`src/rtl/minus_pipe_pkg.sv`:
```
// ============================================================================
// Package : minus_pipe_pkg
// Brief   : Shared datapath widths, port types and lambda mode encoding.
// Rev     : 1.0  initial release
// ============================================================================
`default_nettype none

package minus_pipe_pkg;

    localparam int c_MAG_W    = 14;
    localparam int c_PHI_W    = 14;
    localparam int c_RHO_W    = 8;
    localparam int c_RHO_FRAC = 7;
    localparam int c_LAMBDA_W = 14;
    localparam int c_DEPTH    = 6;
    localparam int c_CNT_W    = 16;

    typedef logic signed [c_MAG_W-1:0]    mag_t;
    typedef logic        [c_PHI_W-1:0]    phi_t;
    typedef logic signed [c_RHO_W-1:0]    rho_t;
    typedef logic signed [c_LAMBDA_W-1:0] lambda_t;

    typedef enum logic {
        LAM_WRAP = 1'b0,
        LAM_SAT  = 1'b1
    } lambda_mode_e;

endpackage

`default_nettype wire

```
`src/rtl/minus_pipe_if.sv`:
```
// ============================================================================
// Interface : minus_pipe_if
// Brief     : Input/output handshakes and statistics of the lambda pipeline.
// Rev       : 1.0  initial release
// ============================================================================
`default_nettype none

interface minus_pipe_if
    import minus_pipe_pkg::*;
#(
    parameter int MAG_W = c_MAG_W,
    parameter int PHI_W = c_PHI_W,
    parameter int RHO_W = c_RHO_W,
    parameter int OUT_W = c_LAMBDA_W,
    parameter int CNT_W = c_CNT_W
);
    logic             in_valid;
    logic             in_ready;
    logic [MAG_W-1:0] mag_in;
    logic [PHI_W-1:0] phi_in;
    logic [RHO_W-1:0] rho_in;
    logic             sat_mode;
    logic             out_valid;
    logic             out_ready;
    logic [OUT_W-1:0] lambda_out;
    logic             out_ovf;
    logic             clr_stats;
    logic [CNT_W-1:0] ovf_cnt;

    modport master (
        output in_valid, mag_in, phi_in, rho_in, sat_mode, out_ready, clr_stats,
        input  in_ready, out_valid, lambda_out, out_ovf, ovf_cnt
    );

    modport slave (
        input  in_valid, mag_in, phi_in, rho_in, sat_mode, out_ready, clr_stats,
        output in_ready, out_valid, lambda_out, out_ovf, ovf_cnt
    );
endinterface

`default_nettype wire

```
`src/rtl/minus_pipe_elastic_stage.sv`:
```
// ============================================================================
// Module : elastic_stage
// Brief  : One valid/ready register slice; ready is computed by the parent.
// Rev    : 1.0  initial release
// ============================================================================
`default_nettype none

module elastic_stage #(
    parameter int W = 8
) (
    input  wire logic         clk,
    input  wire logic         rst,
    input  wire logic         in_valid,
    input  wire logic [W-1:0] in_data,
    output logic              out_valid,
    output logic [W-1:0]      out_data,
    input  wire logic         out_ready
);
    logic         r_valid;
    logic [W-1:0] r_data;
    logic         w_load;

    assign w_load = in_valid && (!r_valid || out_ready);

    always_ff @(posedge clk) begin
        if (rst) begin
            r_valid <= 1'b0;
            r_data  <= '0;
        end else if (w_load) begin
            r_valid <= 1'b1;
            r_data  <= in_data;
        end else if (out_ready) begin
            r_valid <= 1'b0;
        end
    end

    assign out_valid = r_valid;
    assign out_data  = r_data;
endmodule

`default_nettype wire

```
`src/rtl/minus_pipe.sv`:
```
// ============================================================================
// Module : minus_pipe
// Brief  : lambda = mag - rho*phi with wrap/saturate, elastic pipeline, ovf count.
// Rev    : 1.0  initial release
// ============================================================================
`default_nettype none

module minus_pipe
    import minus_pipe_pkg::*;
#(
    parameter int MAG_W    = c_MAG_W,
    parameter int PHI_W    = c_PHI_W,
    parameter int RHO_W    = c_RHO_W,
    parameter int RHO_FRAC = c_RHO_FRAC,
    parameter int OUT_W    = c_LAMBDA_W,
    parameter int DEPTH    = c_DEPTH,
    parameter int CNT_W    = c_CNT_W
) (
    input wire logic    clk,
    input wire logic    rst,
    minus_pipe_if.slave bus
);
    localparam int c_PW    = RHO_W + PHI_W + 1;
    localparam int c_DW    = c_PW + 1;
    localparam int c_PAY_W = OUT_W + 1;
    localparam logic [CNT_W-1:0] c_CNT_MAX = '1;

    logic signed [c_PW-1:0] w_rho_x, w_phi_x, w_prod, w_ps;
    logic signed [c_DW-1:0] w_mag_x, w_d;
    logic [c_DW-OUT_W:0]    w_hi;
    logic                   w_ovf;
    logic [OUT_W-1:0]       w_lam;
    lambda_mode_e           w_mode;

    assign w_rho_x = c_PW'($signed(bus.rho_in));
    assign w_phi_x = c_PW'({1'b0, bus.phi_in});
    assign w_prod  = w_rho_x * w_phi_x;
    assign w_ps    = w_prod >>> RHO_FRAC;
    assign w_mag_x = c_DW'($signed(bus.mag_in));
    assign w_d     = w_mag_x - c_DW'(w_ps);

    // Result fits OUT_W only if every bit above the OUT_W sign bit matches it
    assign w_hi   = w_d[c_DW-1:OUT_W-1];
    assign w_ovf  = (|w_hi) & ~(&w_hi);
    assign w_mode = lambda_mode_e'(bus.sat_mode);

    always_comb begin
        w_lam = w_d[OUT_W-1:0];
        if (w_mode == LAM_SAT && w_ovf) begin
            w_lam = w_d[c_DW-1] ? {1'b1, {(OUT_W-1){1'b0}}} : {1'b0, {(OUT_W-1){1'b1}}};
        end
    end

    logic [DEPTH-1:0]   w_sv;
    logic [c_PAY_W-1:0] w_sd [DEPTH];
    logic [DEPTH:0]     w_rdy;
    logic               w_accept;

    // Stage i can load when any stage from i to the tail has a hole, or the tail drains
    assign w_rdy[DEPTH] = bus.out_ready;

    for (genvar i = 0; i < DEPTH; i++) begin : g_stage
        logic               w_iv;
        logic [c_PAY_W-1:0] w_id;

        assign w_rdy[i] = bus.out_ready | ~(&w_sv[DEPTH-1:i]);

        if (i == 0) begin : g_first
            assign w_iv = bus.in_valid && !rst;
            assign w_id = {w_lam, w_ovf};
        end else begin : g_rest
            assign w_iv = w_sv[i-1];
            assign w_id = w_sd[i-1];
        end

        elastic_stage #(.W(c_PAY_W)) u_stage (
            .clk       (clk),
            .rst       (rst),
            .in_valid  (w_iv),
            .in_data   (w_id),
            .out_valid (w_sv[i]),
            .out_data  (w_sd[i]),
            .out_ready (w_rdy[i+1])
        );
    end

    assign bus.in_ready   = w_rdy[0] && !rst;
    assign bus.out_valid  = w_sv[DEPTH-1] && !rst;
    assign bus.lambda_out = w_sd[DEPTH-1][c_PAY_W-1:1];
    assign bus.out_ovf    = w_sd[DEPTH-1][0];

    assign w_accept = bus.in_valid && bus.in_ready;

    logic [CNT_W-1:0] r_ovf_cnt;

    always_ff @(posedge clk) begin
        if (rst || bus.clr_stats) begin
            r_ovf_cnt <= '0;
        end else if (w_accept && w_ovf && r_ovf_cnt != c_CNT_MAX) begin
            r_ovf_cnt <= r_ovf_cnt + 1'b1;
        end
    end

    assign bus.ovf_cnt = r_ovf_cnt;
endmodule

`default_nettype wire

```
`src/flat_wrapper.sv`:
```
// flat-port wrapper written by rule: the top's interface ports become plain ports
module minus_pipe_flat import minus_pipe_pkg::*;
#(
    parameter int MAG_W    = c_MAG_W,
    parameter int PHI_W    = c_PHI_W,
    parameter int RHO_W    = c_RHO_W,
    parameter int RHO_FRAC = c_RHO_FRAC,
    parameter int OUT_W    = c_LAMBDA_W,
    parameter int DEPTH    = c_DEPTH,
    parameter int CNT_W    = c_CNT_W
)
  (clk, rst, bus_in_valid, bus_mag_in, bus_phi_in, bus_rho_in, bus_sat_mode, bus_out_ready, bus_clr_stats, bus_in_ready, bus_out_valid, bus_lambda_out, bus_out_ovf, bus_ovf_cnt);
  minus_pipe_if #(.MAG_W(MAG_W), .PHI_W(PHI_W), .RHO_W(RHO_W), .OUT_W(OUT_W), .CNT_W(CNT_W)) bus_i ();
  input wire logic clk;
  input wire logic rst;
  input wire logic [$bits(bus_i.in_valid)-1:0] bus_in_valid;
  input wire logic [$bits(bus_i.mag_in)-1:0] bus_mag_in;
  input wire logic [$bits(bus_i.phi_in)-1:0] bus_phi_in;
  input wire logic [$bits(bus_i.rho_in)-1:0] bus_rho_in;
  input wire logic [$bits(bus_i.sat_mode)-1:0] bus_sat_mode;
  input wire logic [$bits(bus_i.out_ready)-1:0] bus_out_ready;
  input wire logic [$bits(bus_i.clr_stats)-1:0] bus_clr_stats;
  output wire logic [$bits(bus_i.in_ready)-1:0] bus_in_ready;
  output wire logic [$bits(bus_i.out_valid)-1:0] bus_out_valid;
  output wire logic [$bits(bus_i.lambda_out)-1:0] bus_lambda_out;
  output wire logic [$bits(bus_i.out_ovf)-1:0] bus_out_ovf;
  output wire logic [$bits(bus_i.ovf_cnt)-1:0] bus_ovf_cnt;
  assign bus_i.in_valid = bus_in_valid;
  assign bus_i.mag_in = bus_mag_in;
  assign bus_i.phi_in = bus_phi_in;
  assign bus_i.rho_in = bus_rho_in;
  assign bus_i.sat_mode = bus_sat_mode;
  assign bus_i.out_ready = bus_out_ready;
  assign bus_i.clr_stats = bus_clr_stats;
  assign bus_in_ready = bus_i.in_ready;
  assign bus_out_valid = bus_i.out_valid;
  assign bus_lambda_out = bus_i.lambda_out;
  assign bus_out_ovf = bus_i.out_ovf;
  assign bus_ovf_cnt = bus_i.ovf_cnt;
  minus_pipe #(.MAG_W(MAG_W), .PHI_W(PHI_W), .RHO_W(RHO_W), .RHO_FRAC(RHO_FRAC), .OUT_W(OUT_W), .DEPTH(DEPTH), .CNT_W(CNT_W)) u_core (.clk(clk), .rst(rst), .bus(bus_i));
endmodule
```
`config.mk`:
```
export PLATFORM = sky130hd
export DESIGN_NAME = minus_pipe_flat
export DESIGN_NICKNAME = d
export VERILOG_FILES = /design/src/rtl/minus_pipe_pkg.sv /design/src/rtl/minus_pipe_if.sv /design/src/rtl/minus_pipe_elastic_stage.sv /design/src/rtl/minus_pipe.sv /design/src/flat_wrapper.sv
export SDC_FILE = /design/constraint.sdc
export NUM_CORES = 1
export LEC_CHECK = 0
export BUFFER_PORTS_ARGS = -buffer_cell sky130_fd_sc_hd__buf_2
export CORE_UTILIZATION = 25
export DETAILED_ROUTE_END_ITERATION = 8
export SLEW_MARGIN = 20
export SYNTH_ARGS = -nofsm -noshare
export SYNTH_HDL_FRONTEND = slang
export SYNTH_SLANG_ARGS = --single-unit
```
`constraint.sdc`:
```
create_clock -name clk -period 9.17 [get_ports clk]
set_clock_uncertainty 0.1 [all_clocks]
set_input_delay 1.3755 -clock clk [delete_from_list [all_inputs] [get_ports clk]]
set_output_delay 1.3755 -clock clk [all_outputs]
set_load 0.01 [all_outputs]
```
== After elaboration in Yosys (flattened, before gate mapping) ==
Index checks and enable logic that the tools add are counted.

* $mul: 1
* Muxes and demuxes: 14
* Reduce and logical (&&, ||, !) cells: 40
* Bitwise logic cells: 14
* $add $sub $neg: 2
* Eq/ne operators: 1

{| class="wikitable"
|+ Operators with widths
! cell !! number
|-
| 14-bit two-way mux || 2
|-
| 8-bit by 15-bit multiplier with 23-bit output || 1
|-
| 14-bit by 16-bit subtractor with 17-bit output || 1
|-
| 16-bit by 1-bit adder with 16-bit output (second input constant) || 1
|-
| 16-bit inequality test (second input constant) || 1
|-
| 1-bit logical AND || 13
|-
| 1-bit two-way mux || 12
|-
| 2-bit nonzero test || 6
|-
| 11-bit AND reduction || 1
|-
| 11-bit OR reduction || 1
|-
| 1-bit zero test || 7
|-
| 1-bit logical OR || 7
|-
| 1-bit inverter || 7
|-
| 1-bit OR || 6
|-
| 6-bit AND reduction || 1
|-
| 5-bit AND reduction || 1
|-
| 4-bit AND reduction || 1
|-
| 3-bit AND reduction || 1
|-
| 2-bit AND reduction || 1
|-
| 1-bit bitwise AND || 1
|}

* Input bits: 42
* Register bits: 112
* Output and inout port bits: 33
* Word-level logic and storage cells: 85

== Logic depth before layout (Yosys ltp) ==
Gate-level depths: netlist of the first run.

* Depth after elaboration: 7
* Mapped depth: 32

== Hierarchy ==
Synthesis of the first run repeated with hierarchy kept, for this count alone.

* Cells, all modules: 1060
* Area, all modules: 9714.3 um^2

{| class="wikitable"
|+ By module, submodules not included
! module !! cells each !! times used !! seq. area each (um^2) !! area an instance (um^2)
|-
| minus_pipe || 646 || 1 || 320.3 || 5390.2
|-
| elastic_stage || 69 || 6 || 320.3 || 720.7
|}

== Worst setup path before layout of the first run ==
No wires, ideal clock.

* Path kind: in2reg
* From: in bus_rho_in[6]
* To: reg u_core.g_stage[0].u_stage.r_data[6]
* Data required time: 8.947 ns
* Arrival time: 7.979 ns
* Cell stages on the path: 28
* Path slack: 0.969 ns
* Cells stage by stage: clkbuf_1 nand2_1 fa_1 fa_1 inv_1 fa_1 inv_1 fa_1 inv_1 ha_1 nand4b_1 o2111ai_1 o31a_1 nand4_1 a31oi_1 and2_1 o21ai_0 a221o_1 ha_1 a21oi_1 and2b_1 o21a_1 or4_4 a21o_1 o32ai_4 nor3_2 buf_6 a221o_2

* Longest elaborated chain between the ends: 7

{| class="wikitable"
|+ RTL lines
! item !! line !! text
|-
| start, declared || flat_wrapper.sv:19 || <nowiki>input wire logic [$bits(bus_i.rho_in)-1:0] bus_rho_in;</nowiki>
|-
| 8-bit by 15-bit multiplier with 23-bit output * || minus_pipe.sv:37 || <nowiki>assign w_prod = w_rho_x * w_phi_x;</nowiki>
|-
| 14-bit by 16-bit subtractor with 17-bit output * || minus_pipe.sv:40 || <nowiki>assign w_d = w_mag_x - c_DW'(w_ps);</nowiki>
|-
| 11-bit AND reduction || minus_pipe.sv:44 || <nowiki>assign w_ovf = (|w_hi) & ~(&w_hi);</nowiki>
|-
| 1-bit inverter || minus_pipe.sv:44 ||
|-
| 1-bit bitwise AND || minus_pipe.sv:44 ||
|-
| 1-bit logical AND || minus_pipe.sv:49 || <nowiki>if (w_mode == LAM_SAT && w_ovf) begin</nowiki>
|-
| 14-bit two-way mux * || minus_pipe.sv:49 ||
|-
| end signal, assigned || minus_pipe_elastic_stage.sv:31 || <nowiki>r_data <= in_data;</nowiki>
|-
| end, declared || minus_pipe_elastic_stage.sv:20 || <nowiki>logic [W-1:0] r_data;</nowiki>
|}

Mark *: on every way between the ends. The rest lies on a longest branch, timed or not.
A chain may end at the register's enable or synchronous reset.

== Final worst setup path of the first run ==
* From: in bus_rho_in[6]
* To: reg u_core.r_ovf_cnt[10], in the netlist u_core.bus.ovf_cnt[10]

* Longest elaborated chain between the ends: 7

{| class="wikitable"
|+ RTL lines
! item !! line !! text
|-
| 8-bit by 15-bit multiplier with 23-bit output * || minus_pipe.sv:37 ||
|-
| 14-bit by 16-bit subtractor with 17-bit output * || minus_pipe.sv:40 ||
|-
| 11-bit AND reduction || minus_pipe.sv:44 ||
|-
| 1-bit inverter || minus_pipe.sv:44 ||
|-
| 1-bit bitwise AND * || minus_pipe.sv:44 ||
|-
| 1-bit logical AND * (2 in a row) || minus_pipe.sv:99 || <nowiki>end else if (w_accept && w_ovf && r_ovf_cnt != c_CNT_MAX) begin</nowiki>
|-
| end signal, assigned || minus_pipe.sv:100 || <nowiki>r_ovf_cnt <= r_ovf_cnt + 1'b1;</nowiki>
|-
| end, declared || minus_pipe.sv:94 || <nowiki>logic [CNT_W-1:0] r_ovf_cnt;</nowiki>
|}

Marks and branches as above.

==> results of run 1 <==
## per-stage QoR
step | hold WS, ps | power [mW] | utilization
3_3_place_gp | 342 | 2.55 | 0.279
6_report | 347 | 2.96 | 0.288
4_1_cts | 346 | 2.99 | 0.288
2_1_floorplan | 331 | 2.21 | -
5_1_grt | 365 | 3.28 | 0.288
3_5_place_dp | 345 | 2.57 | 0.279
## cell families after synthesis
family,synth area share
xor+xnor,0.0221
fa+ha+maj,0.266
mux,0.00115
compound gates,0.153
simple gates,0.226
buf+inv,0.0737
flops,0.258
## worst min-delay path by stage
| stage | start | endpoint | slack [ps] | cells past startpoint |
|---|---|---|---|---|
| floorplan | u_core.g_stage[0].u_stage.out_data[0]$_SDFFE_PP0P_ | u_core.g_stage[1].u_stage.out_data[0]$_SDFFE_PP0P_ | 330 | 2 |
| global placement | u_core.g_stage[5].u_stage.out_data[13]$_SDFFE_PP0P_ | u_core.g_stage[5].u_stage.out_data[13]$_SDFFE_PP0P_ | 340 | 2 |
| detailed placement | u_core.g_stage[5].u_stage.out_data[2]$_SDFFE_PP0P_ | u_core.g_stage[5].u_stage.out_data[2]$_SDFFE_PP0P_ | 340 | 2 |
| CTS | u_core.g_stage[2].u_stage.out_data[7]$_SDFFE_PP0P_ | u_core.g_stage[3].u_stage.out_data[7]$_SDFFE_PP0P_ | 350 | 2 |
| global route | u_core.g_stage[2].u_stage.out_data[5]$_SDFFE_PP0P_ | u_core.g_stage[3].u_stage.out_data[5]$_SDFFE_PP0P_ | 360 | 2 |
| finish | u_core.g_stage[2].u_stage.out_data[7]$_SDFFE_PP0P_ | u_core.g_stage[3].u_stage.out_data[7]$_SDFFE_PP0P_ | 350 | 2 |
## registers in the layout (all words and copies together) (netlist names)
register / flops
u_core.g_stage.u_stage.out_data: 90
u_core.bus.ovf_cnt: 16
u_core.g_stage.u_stage.out_valid: 6
## report_power, final
part	internal (mW)	switching (mW)
sequential	0.518	0.0170
clock	0.201	0.205
combinational	0.844	1.18
## per-layer routing
metal,share of wire,GRT usage,vias to the layer above
li1,-,-,3563
met2,0.45,0.182,104
met3,0.031,0.0147,15
met1,0.51,0.156,3196
met5,0.00089,0,-
met4,0.0066,0.0199,2
## cell usage after synthesis (all sizes together) (5+ instances only)
library cell	instances	area, µm²
nand2	206	773
a21oi	114	582
dfxtp	112	2240
inv	111	417
and2	83	521
fa	72	1440
ha	70	876
nor2	38	145
clkbuf	33	124
o21ai	17	88.8
a221o	14	149
nand3	14	70.1
xnor2	13	114
a21o	12	90.1
nand2b	9	56.3
o31ai	9	67.6
or3	9	56.3
xor2	9	78.8
buf	8	92.6
nand4	8	56.3
o21a	8	60.1
or4	8	63.8
a31oi	7	43.8
nor2b	7	43.8
nor3	7	40.0
and3	6	37.5
or2	6	37.5
o211ai	5	37.5
o31a	5	45.0
## area by class of cell
class,count,share of cell area
Multi-Input combinational cell,783,0.597
Sequential cell,112,0.230
Tap cell,448,0.0574
Inverter,111,0.0427
Timing Repair Buffer,77,0.0403
Clock buffer,9,0.0231
Clock inverter,7,0.00961
Antenna cell,1,0.000256
## worst max-delay path, cell delays in order
cell and delay, ps:
buf_2 210, nand2_1 110, fa_1 500, fa_1 550, inv_1 60, fa_1 530, inv_1 50, fa_1 520
inv_1 40, ha_1 340, nand4b_1 110, o2111ai_1 320, o31a_1 250, nand4_1 150, a31oi_1 330, and2_1 200
o21ai_0 110, a221o_1 320, ha_1 360, a21oi_1 190, and2b_1 200, o21a_1 170, o31ai_1 390, a21o_1 250
o32ai_4 100, buf_4 230, or4_1 510, a21oi_1 150
==> flow_summary.toml, run 1 <==
[outcome]
status = "completed"

[clock_network]
cts-resized-gates = 0
path_clk_slew_ps = 90
ctsHoldBuffers = 0
cts_tree = "yes"
cts_sinks = 112
ctsHtreeMaxLevel = 3
clkLatencyLatePin_ps = 350
cts_root_buf = "clkbuf_16"
numCtsBuffers = 9
post-cts-setup-buffers = 0
clockBufferDepth = 2

[logic_synthesis]
ys.flop_type = "dfxtp_1"
synth_edf_count = 0
synth.distinct_cells = 63
netlist_instances = 1048
yosys_warnings = 0
synth-async-reset-ratio = 0
syn_area_um2 = 8710
synthesis.nets = 1232
synth_seq_area_share = 0.258
ys_seq_elements = 112
syn_avg_cell_area_um2 = 8.31

[critical_path]
required_ps = 9360
r2r_start = "u_core.g_stage[5].u_stage.out_valid$_SDFFE_PP0P_"
endpoint_kind = "flip-flop"
r2r_cells = 8
path_max_fanout = 29
cp-start-kind = "input pin"
r2r_end = "u_core.bus.ovf_cnt[15]$_SDFFE_PP0P_"
crit_start = "bus_rho_in[6]"
cp.arrival_ps = 8650
r2r_slack_ps = 6360
crit_type = "in2reg"
endpoint = "u_core.bus.ovf_cnt[10]$_SDFFE_PP0P_"

[power]
pwr_density_cell_nw_per_um2 = 304
p_leak_nw = 4.16
ir_worst_vdd_uv = 182

[timing]
rsz0062_at_grt = "no"
hold_viol_final = 0
fin_setup_tns_ps = 0
fmax_ghz = 0.118
tightest_slew_ps = 969
finalSetupViolCount = 0
maxSlewViolCount = 0
slew_headroom = 0.350
fin_crit_ps = 8460
min_period_over_period = 0.923
fin_ws_ps = 707

[final_layout]
design_area_um2 = 9760
drive_gt1_frac = 0.108
final_cell_mix = "nand2_1, a21oi_1, dfxtp_1"
layout.nets = 1278
final_common_cell = "nand2_1"
area_delta_synth_final_pct = 12.1
fillers = 3694
final-seq-area_um2 = 2240
final_cells = 1548
multi_input_area_um2 = 5830

[floorplanning]
die_w_um = 189
core_region_area_um2 = 33900
num_rows = 67
start_util = 0.257
die_height_um = 189
dieArea_um2 = 35600
io_pins = 75

[grt]
grt_usage = 0.111
grt_pass1_wl_um = 33300
grt_max_degree = 48
grt-ovfl-total = 0
grt_antenna_before_repair = 2
grt_pass1_vias = 6771

[place]
gp_congestion = 0.810
place_inst = 1531
dpl-instance-area_um2 = 9440
io_buffer_count = 74
hpwl_um = 15700
place_ws_ps = 275

[routing]
wl_um = 19200
dr_total_vias = 6880
drcViolationCount = 0
drt_iter0_markers = 258
wl_per_cell_um = 12.4
avgViaCountPerCell = 4.44
firstDrtPassIters = 4
ant_nets = 0

[hold_path]
hp-class = "reg2reg"

[job]
max_cap_violations = 0
Note: power is estimated with default switching activity, not from simulation.
==> inputs of run 2 (changes only) <==
--- a/config.mk
+++ b/config.mk
@@ -8,6 +8,7 @@
 export BUFFER_PORTS_ARGS = -buffer_cell sky130_fd_sc_hd__buf_2
 export CORE_UTILIZATION = 25
 export DETAILED_ROUTE_END_ITERATION = 8
+export GPL_TIMING_DRIVEN = 0
 export SLEW_MARGIN = 20
 export SYNTH_ARGS = -nofsm -noshare
 export SYNTH_HDL_FRONTEND = slang
==> run 2 against run 1 <==
  * Worst setup slack worse by 220 ps
  * Worst hold slack better by 5.3 ps
  * Sequential share of layout area down 0.46 points
  * Register-to-register slack worse by 230 ps
  * Routed wire length up 1.8%
  * Sequential power about the same
  * Combinational power up 3%
  * Critical endpoint is now u_core.bus.ovf_cnt[14]$_SDFFE_PP0P_
  * First-iteration DRC count up 1.9%
  * Clock-buffer cell count unchanged
==> flow_summary.toml, run 2 (synthesis results as in run 1) <==
[outcome]
status = "completed"

[timing]
fin_setup_tns_ps = 0
rsz0062_at_grt = "no"
min_period_over_period = 0.946
finalSetupViolCount = 0
hold_slack_ps = 352
hold_viol_final = 0
fmax_ghz = 0.115
fin_crit_ps = 8680
maxSlewViolCount = 0
tightest_slew_ps = 565
slew_headroom = 0.624

[clock_network]
post-cts-setup-buffers = 0
path_clk_slew_ps = 80
numCtsBuffers = 9
cts_root_buf = "clkbuf_16"
cts_tree = "yes"
clockBufferDepth = 2
clkLatencyLatePin_ps = 350
cts-resized-gates = 0
ctsHoldBuffers = 0
cts_sinks = 112
ctsHtreeMaxLevel = 3

[hold_path]
min_to = "u_core.g_stage[4].u_stage.out_data[9]$_SDFFE_PP0P_"
hp-class = "reg2reg"
whs_path_depth = 2
hold_start = "u_core.g_stage[3].u_stage.out_data[9]$_SDFFE_PP0P_"

[place]
io_buffer_count = 73
gp_congestion = 0.833
hpwl_um = 16300
place_inst = 1569

[power]
switchingPower_mw = 1.39
p_total_mw = 3.05
pwr-share-seq = 0.175
combPwrFrac = 0.686
p_int_mw = 1.65
ir_worst_vdd_uv = 171
p_leak_nw = 4.24
pwr_density_cell_nw_per_um2 = 306
swShare = 0.457
clkPwrFrac = 0.139

[routing]
avgViaCountPerCell = 4.44
ant_nets = 0
drt_iter0_markers = 263
dr_total_vias = 7023
drcViolationCount = 0
wl_um = 19500
met2_wirelength_um = 8790
wl_per_cell_um = 12.3
met1_length_um = 9840
top_layer_used = "met5"
wl_met3_um = 617
firstDrtPassIters = 4

[grt]
grt_pass1_vias = 7013
grt_antenna_before_repair = 4
grt_pass1_wl_um = 34300
grt-ovfl-total = 0
grt_usage = 0.116
grt_max_degree = 23

[final_layout]
area_delta_synth_final_pct = 14.4
fillers = 3715
final_cell_mix = "nand2_1, a21oi_1, dfxtp_1"
largest_reg_flops = 90
final_common_cell = "nand2_1"
drive_gt1_frac = 0.109
fin_util = 0.294
multi_input_area_um2 = 5830
final-seq-area_um2 = 2240
layout.nets = 1311
final_cells = 1582

[critical_path]
cp.arrival_ps = 8860
slowest_stage = "fa_1"
path_max_fanout = 10
r2r_cells = 9
required_ps = 9350
cpPeakStageDelay_ps = 540
r2r_slack_ps = 6130
crit_type = "in2reg"
endpoint_kind = "flip-flop"
critPathTopFamily = "adder cells"
cp-start-kind = "input pin"
r2r_start = "u_core.bus.ovf_cnt[3]$_SDFFE_PP0P_"
r2r_end = "u_core.bus.ovf_cnt[7]$_SDFFE_PP0P_"
crit_start = "bus_rho_in[1]"
cp.buffers_inverters = 6
cp_common_cell = "fa_1"

[floorplanning]
dieArea_um2 = 35600
die_height_um = 189
die_w_um = 189
core_region_area_um2 = 33900
start_util = 0.257
io_pins = 75
num_rows = 67

[job]
max_cap_violations = 0
==> run 2: final cells by class <==
| class | instances | share of cell area |
|---|---|---|
| plain buffers | 37 | 0.0207 |
| repair buffers | 73 | 0.0367 |
| multi-input cells | 783 | 0.585 |
| inverters | 111 | 0.0418 |
| flip-flops and latches | 112 | 0.225 |
| clock buffers | 9 | 0.0226 |
| diodes | 2 | 0.000503 |
| well taps | 448 | 0.0563 |
| clock inverters | 7 | 0.0108 |
==> run 2: worst max-delay path by stage <==
stage | endpoint | slack (ps) | cells past startpoint
global placement | u_core.bus.ovf_cnt[7]$_SDFFE_PP0P_ | -120 | 29
detailed placement | u_core.bus.ovf_cnt[12]$_SDFFE_PP0P_ | -210 | 30
floorplan | u_core.g_stage[0].u_stage.out_data[6]$_SDFFE_PP0P_ | 970 | 28
finish | u_core.bus.ovf_cnt[14]$_SDFFE_PP0P_ | 490 | 29
global route | u_core.bus.ovf_cnt[12]$_SDFFE_PP0P_ | 6 | 30
CTS | u_core.bus.ovf_cnt[12]$_SDFFE_PP0P_ | 130 | 30
==> run 2: per-layer routing <==
layer	GRT usage	up-vias
met5	0	-
met4	0.0248	2
met3	0.0184	24
met2	0.192	104
met1	0.158	3266
li1	-	3627
==> run 2: power groups by stage <==
stage | combinational [mW] | sequential, mW | clock (mW)
final | 2.09 | 0.534 | 0.423
after floorplan | 1.67 | 0.540 | 0
after global routing | 2.38 | 0.538 | 0.453
after CTS | 2.11 | 0.534 | 0.433
after global placement | 2.08 | 0.545 | 0
after detailed placement | 2.10 | 0.545 | 0
==> run 2: through the flow <==
| stage | setup slack (ps) | cell area, µm² |
|---|---|---|
| floorplan | 969 | 8710 |
| global placement | -116 | 9630 |
| detailed placement | -211 | 9630 |
| CTS | 130 | 9970 |
| global route | 6.38 | 9950 |
| finish | 491 | 9960 |
==> run 2: worst reg2reg max path: stages, from the launching register on <==
cell and delay, ps:
dfxtp_1 430, and3_1 220, and3_1 240, and4_1 300
nand3_1 170, or3_1 500, nand2_1 260, clkbuf_1 430
nor4_1 110, o21a_1 190
==> inputs of run 3 (changes only) <==
--- a/config.mk
+++ b/config.mk
@@ -5,6 +5,7 @@
 export SDC_FILE = /design/constraint.sdc
 export NUM_CORES = 1
 export LEC_CHECK = 0
+export ABC_AREA = 1
 export BUFFER_PORTS_ARGS = -buffer_cell sky130_fd_sc_hd__buf_2
 export CORE_UTILIZATION = 25
 export DETAILED_ROUTE_END_ITERATION = 8
==> constraint.sdc (replaced) <==
create_clock -name clk -period 10.3 [get_ports clk]
set_clock_uncertainty 0.1 [all_clocks]
set_input_delay 1.545 -clock clk [delete_from_list [all_inputs] [get_ports clk]]
set_output_delay 1.545 -clock clk [all_outputs]
set_load 0.01 [all_outputs]
==> run 3 against run 2 <==
  * Critical path type unchanged
  * Largest cell class unchanged
  * Synthesized cell count rose by 25%
  * Highest routed layer unchanged
  * Area after synthesis rose by 8.0%
  * Power fell by 2.8%
  * Worst setup slack improved by 1600 ps
  * Non-clock buffer count fell by 1
  * Utilization fell by 0.57 points
  * Worst hold slack improved by 17 ps
  * Routed wire length rose by 7.0%
  * Combinational power rose by 2%
  * Clock power fell by 18%
  * Clock-buffer cell count did not move
==> flow_summary.toml, run 3 <==
[final_layout]
final_common_cell = "nand2_1"
final_cells = 1856
fillers = 4101
layout.nets = 1566
design_area_um2 = 10600
largest_reg_flops = 90
final_cell_mix = "nand2_1, inv_1, nor2_1"
area_delta_synth_final_pct = 12.8
drive_gt1_frac = 0.107
fin_util = 0.288

[floorplanning]
core_region_area_um2 = 36800
num_rows = 70
start_util = 0.256
die_height_um = 196
die_w_um = 196
dieArea_um2 = 38400
io_pins = 75

[routing]
wl_per_cell_um = 11.2
wl_um = 20900
dr_total_vias = 7778
firstDrtPassIters = 5
avgViaCountPerCell = 4.19
ant_nets = 0
drt_iter0_markers = 280
drcViolationCount = 0

[logic_synthesis]
ys_seq_elements = 112
yosys-top-cells-count = "nand2_1, inv_1, nor2_1"
synth-async-reset-ratio = 0
netlist_instances = 1309
post-synth-top-count-cell = "nand2_1"
yosysTopAreaCellShare = 0.238
synthesis.nets = 1493
syn_area_um2 = 9400
syn_avg_cell_area_um2 = 7.18
synth.distinct_cells = 45
yosys.area.top_type = "dfxtp_1"
synth_area_leaders = "dfxtp_1, fa_1, nand2_1"
ys.flop_type = "dfxtp_1"
yosys_warnings = 0
synth_edf_count = 0
synth_seq_area_share = 0.238

[critical_path]
crit_type = "in2reg"
path_max_fanout = 10
slowest_stage = "fa_1"
required_ps = 10430
r2r_start = "u_core.bus.ovf_cnt[0]$_SDFFE_PP0P_"
cp.arrival_ps = 8320
r2r_end = "u_core.bus.ovf_cnt[2]$_SDFFE_PP0P_"
r2r_slack_ps = 8060
cpPeakStageDelay_ps = 550
cp_common_cell = "nand2_1"
r2r_cells = 10
endpoint_kind = "flip-flop"
cp-start-kind = "input pin"

[timing]
hold_viol_final = 0
fin_crit_ps = 8190
min_period_over_period = 0.795
fmax_ghz = 0.122
tightest_slew_ps = 611
slew_headroom = 0.592
fin_ws_ps = 2110
finalSetupViolCount = 0
fin_setup_tns_ps = 0
hold_slack_ps = 370
rsz0062_at_grt = "no"
maxSlewViolCount = 0

[power]
ir_worst_vdd_uv = 202
p_total_mw = 2.96
p_leak_nw = 5.48
pwr_density_cell_nw_per_um2 = 279

[hold_path]
hold_start = "u_core.g_stage[0].u_stage.out_data[0]$_SDFFE_PP0P_"
min_to = "u_core.g_stage[0].u_stage.out_data[0]$_SDFFE_PP0P_"
whs_path_depth = 2
hp-class = "reg2reg"

[outcome]
status = "completed"

[clock_network]
cts_sinks = 112
cts_root_buf = "clkbuf_16"
ctsHoldBuffers = 0
ctsHtreeMaxLevel = 3
cts-resized-gates = 0
clockBufferDepth = 2
post-cts-setup-buffers = 0
path_clk_slew_ps = 70
clkLatencyLatePin_ps = 350
numCtsBuffers = 9
cts_tree = "yes"

[grt]
grt_pass1_vias = 7396
grt_antenna_before_repair = 3
grt-ovfl-total = 0
grt_max_degree = 23
grt_pass1_wl_um = 34600
grt_usage = 0.109

[place]
place_ws_ps = 1780
place_inst = 1839
dpl-instance-area_um2 = 10300
hpwl_um = 17300
gp_congestion = 0.863
io_buffer_count = 62

[job]
max_cap_violations = 0
[run 3: cell types whose count changed after synthesis, moves of 12 or more]
cell	delta
nand3_2	+12
nor2_1	+162
nand2_1	+50
and2_1	-82
o21ai_0	+70
nand3_1	+20
a21oi_1	-53
inv_1	+133
[run 3: where the power goes]
group / switching (mW) / internal (mW) / total, mW
clock: 0.173 / 0.173 / 0.346
sequential: 0.0188 / 0.470 / 0.489
combinational: 1.33 / 0.793 / 2.13
[run 3: worst max path at each step]
stage,start,to,slack (ps)
2_1_floorplan,bus_rho_in[7],u_core.g_stage[0].u_stage.out_data[10]$_SDFFE_PP0P_,2870
3_3_place_gp,bus_rho_in[7],u_core.g_stage[0].u_stage.out_data[9]$_SDFFE_PP0P_,1890
3_5_place_dp,bus_rho_in[7],u_core.g_stage[0].u_stage.out_data[8]$_SDFFE_PP0P_,1780
4_1_cts,bus_rho_in[7],u_core.g_stage[0].u_stage.out_data[9]$_SDFFE_PP0P_,2140
5_1_grt,bus_rho_in[7],u_core.bus.ovf_cnt[14]$_SDFFE_PP0P_,1680
6_report,bus_rho_in[7],u_core.g_stage[0].u_stage.out_data[12]$_SDFFE_PP0P_,2110
[run 3: per-layer routing]
layer	global-route usage	share of wire	wire length, µm
met3	0.0150	0.032	665
met1	0.135	0.47	9850
met4	0.0286	0.012	249
met5	0	0.0012	26
met2	0.197	0.48	10100
[run 3: kinds of logic (layout without fill, tap and decap cells)]
kind of cell	count (synthesis)	after routing	synth area share
and+or+nand+nor	543	543	0.244
xor gates and xnor gates	37	37	0.0345
buffers and inverters	302	380	0.127
DFF	112	112	0.238
adders and majority gates	142	142	0.246
AOI/OAI and AO/OA	173	173	0.109
other	0	1	0
[run 3: cell type report]
class	count	area (µm²)	area share
diodes	1	2.50	0.000236
plain buffers	47	230	0.0217
clock buffers	9	225	0.0212
clock inverters	7	80.1	0.00755
inverters	255	967	0.0912
multi-input cells	895	5960	0.562
flip-flops and latches	112	2240	0.211
well taps	468	586	0.0552
repair buffers	62	310	0.0293
[run 3: worst max-delay path: cells and delay by family]
kind                     cells  cell delay (ps)
AO/OA/AOI/OAI                5              950
AND/OR/NAND/NOR             20             1820
buffers and inverters        7             1100
adder cells (fa/ha/maj)      6             2880
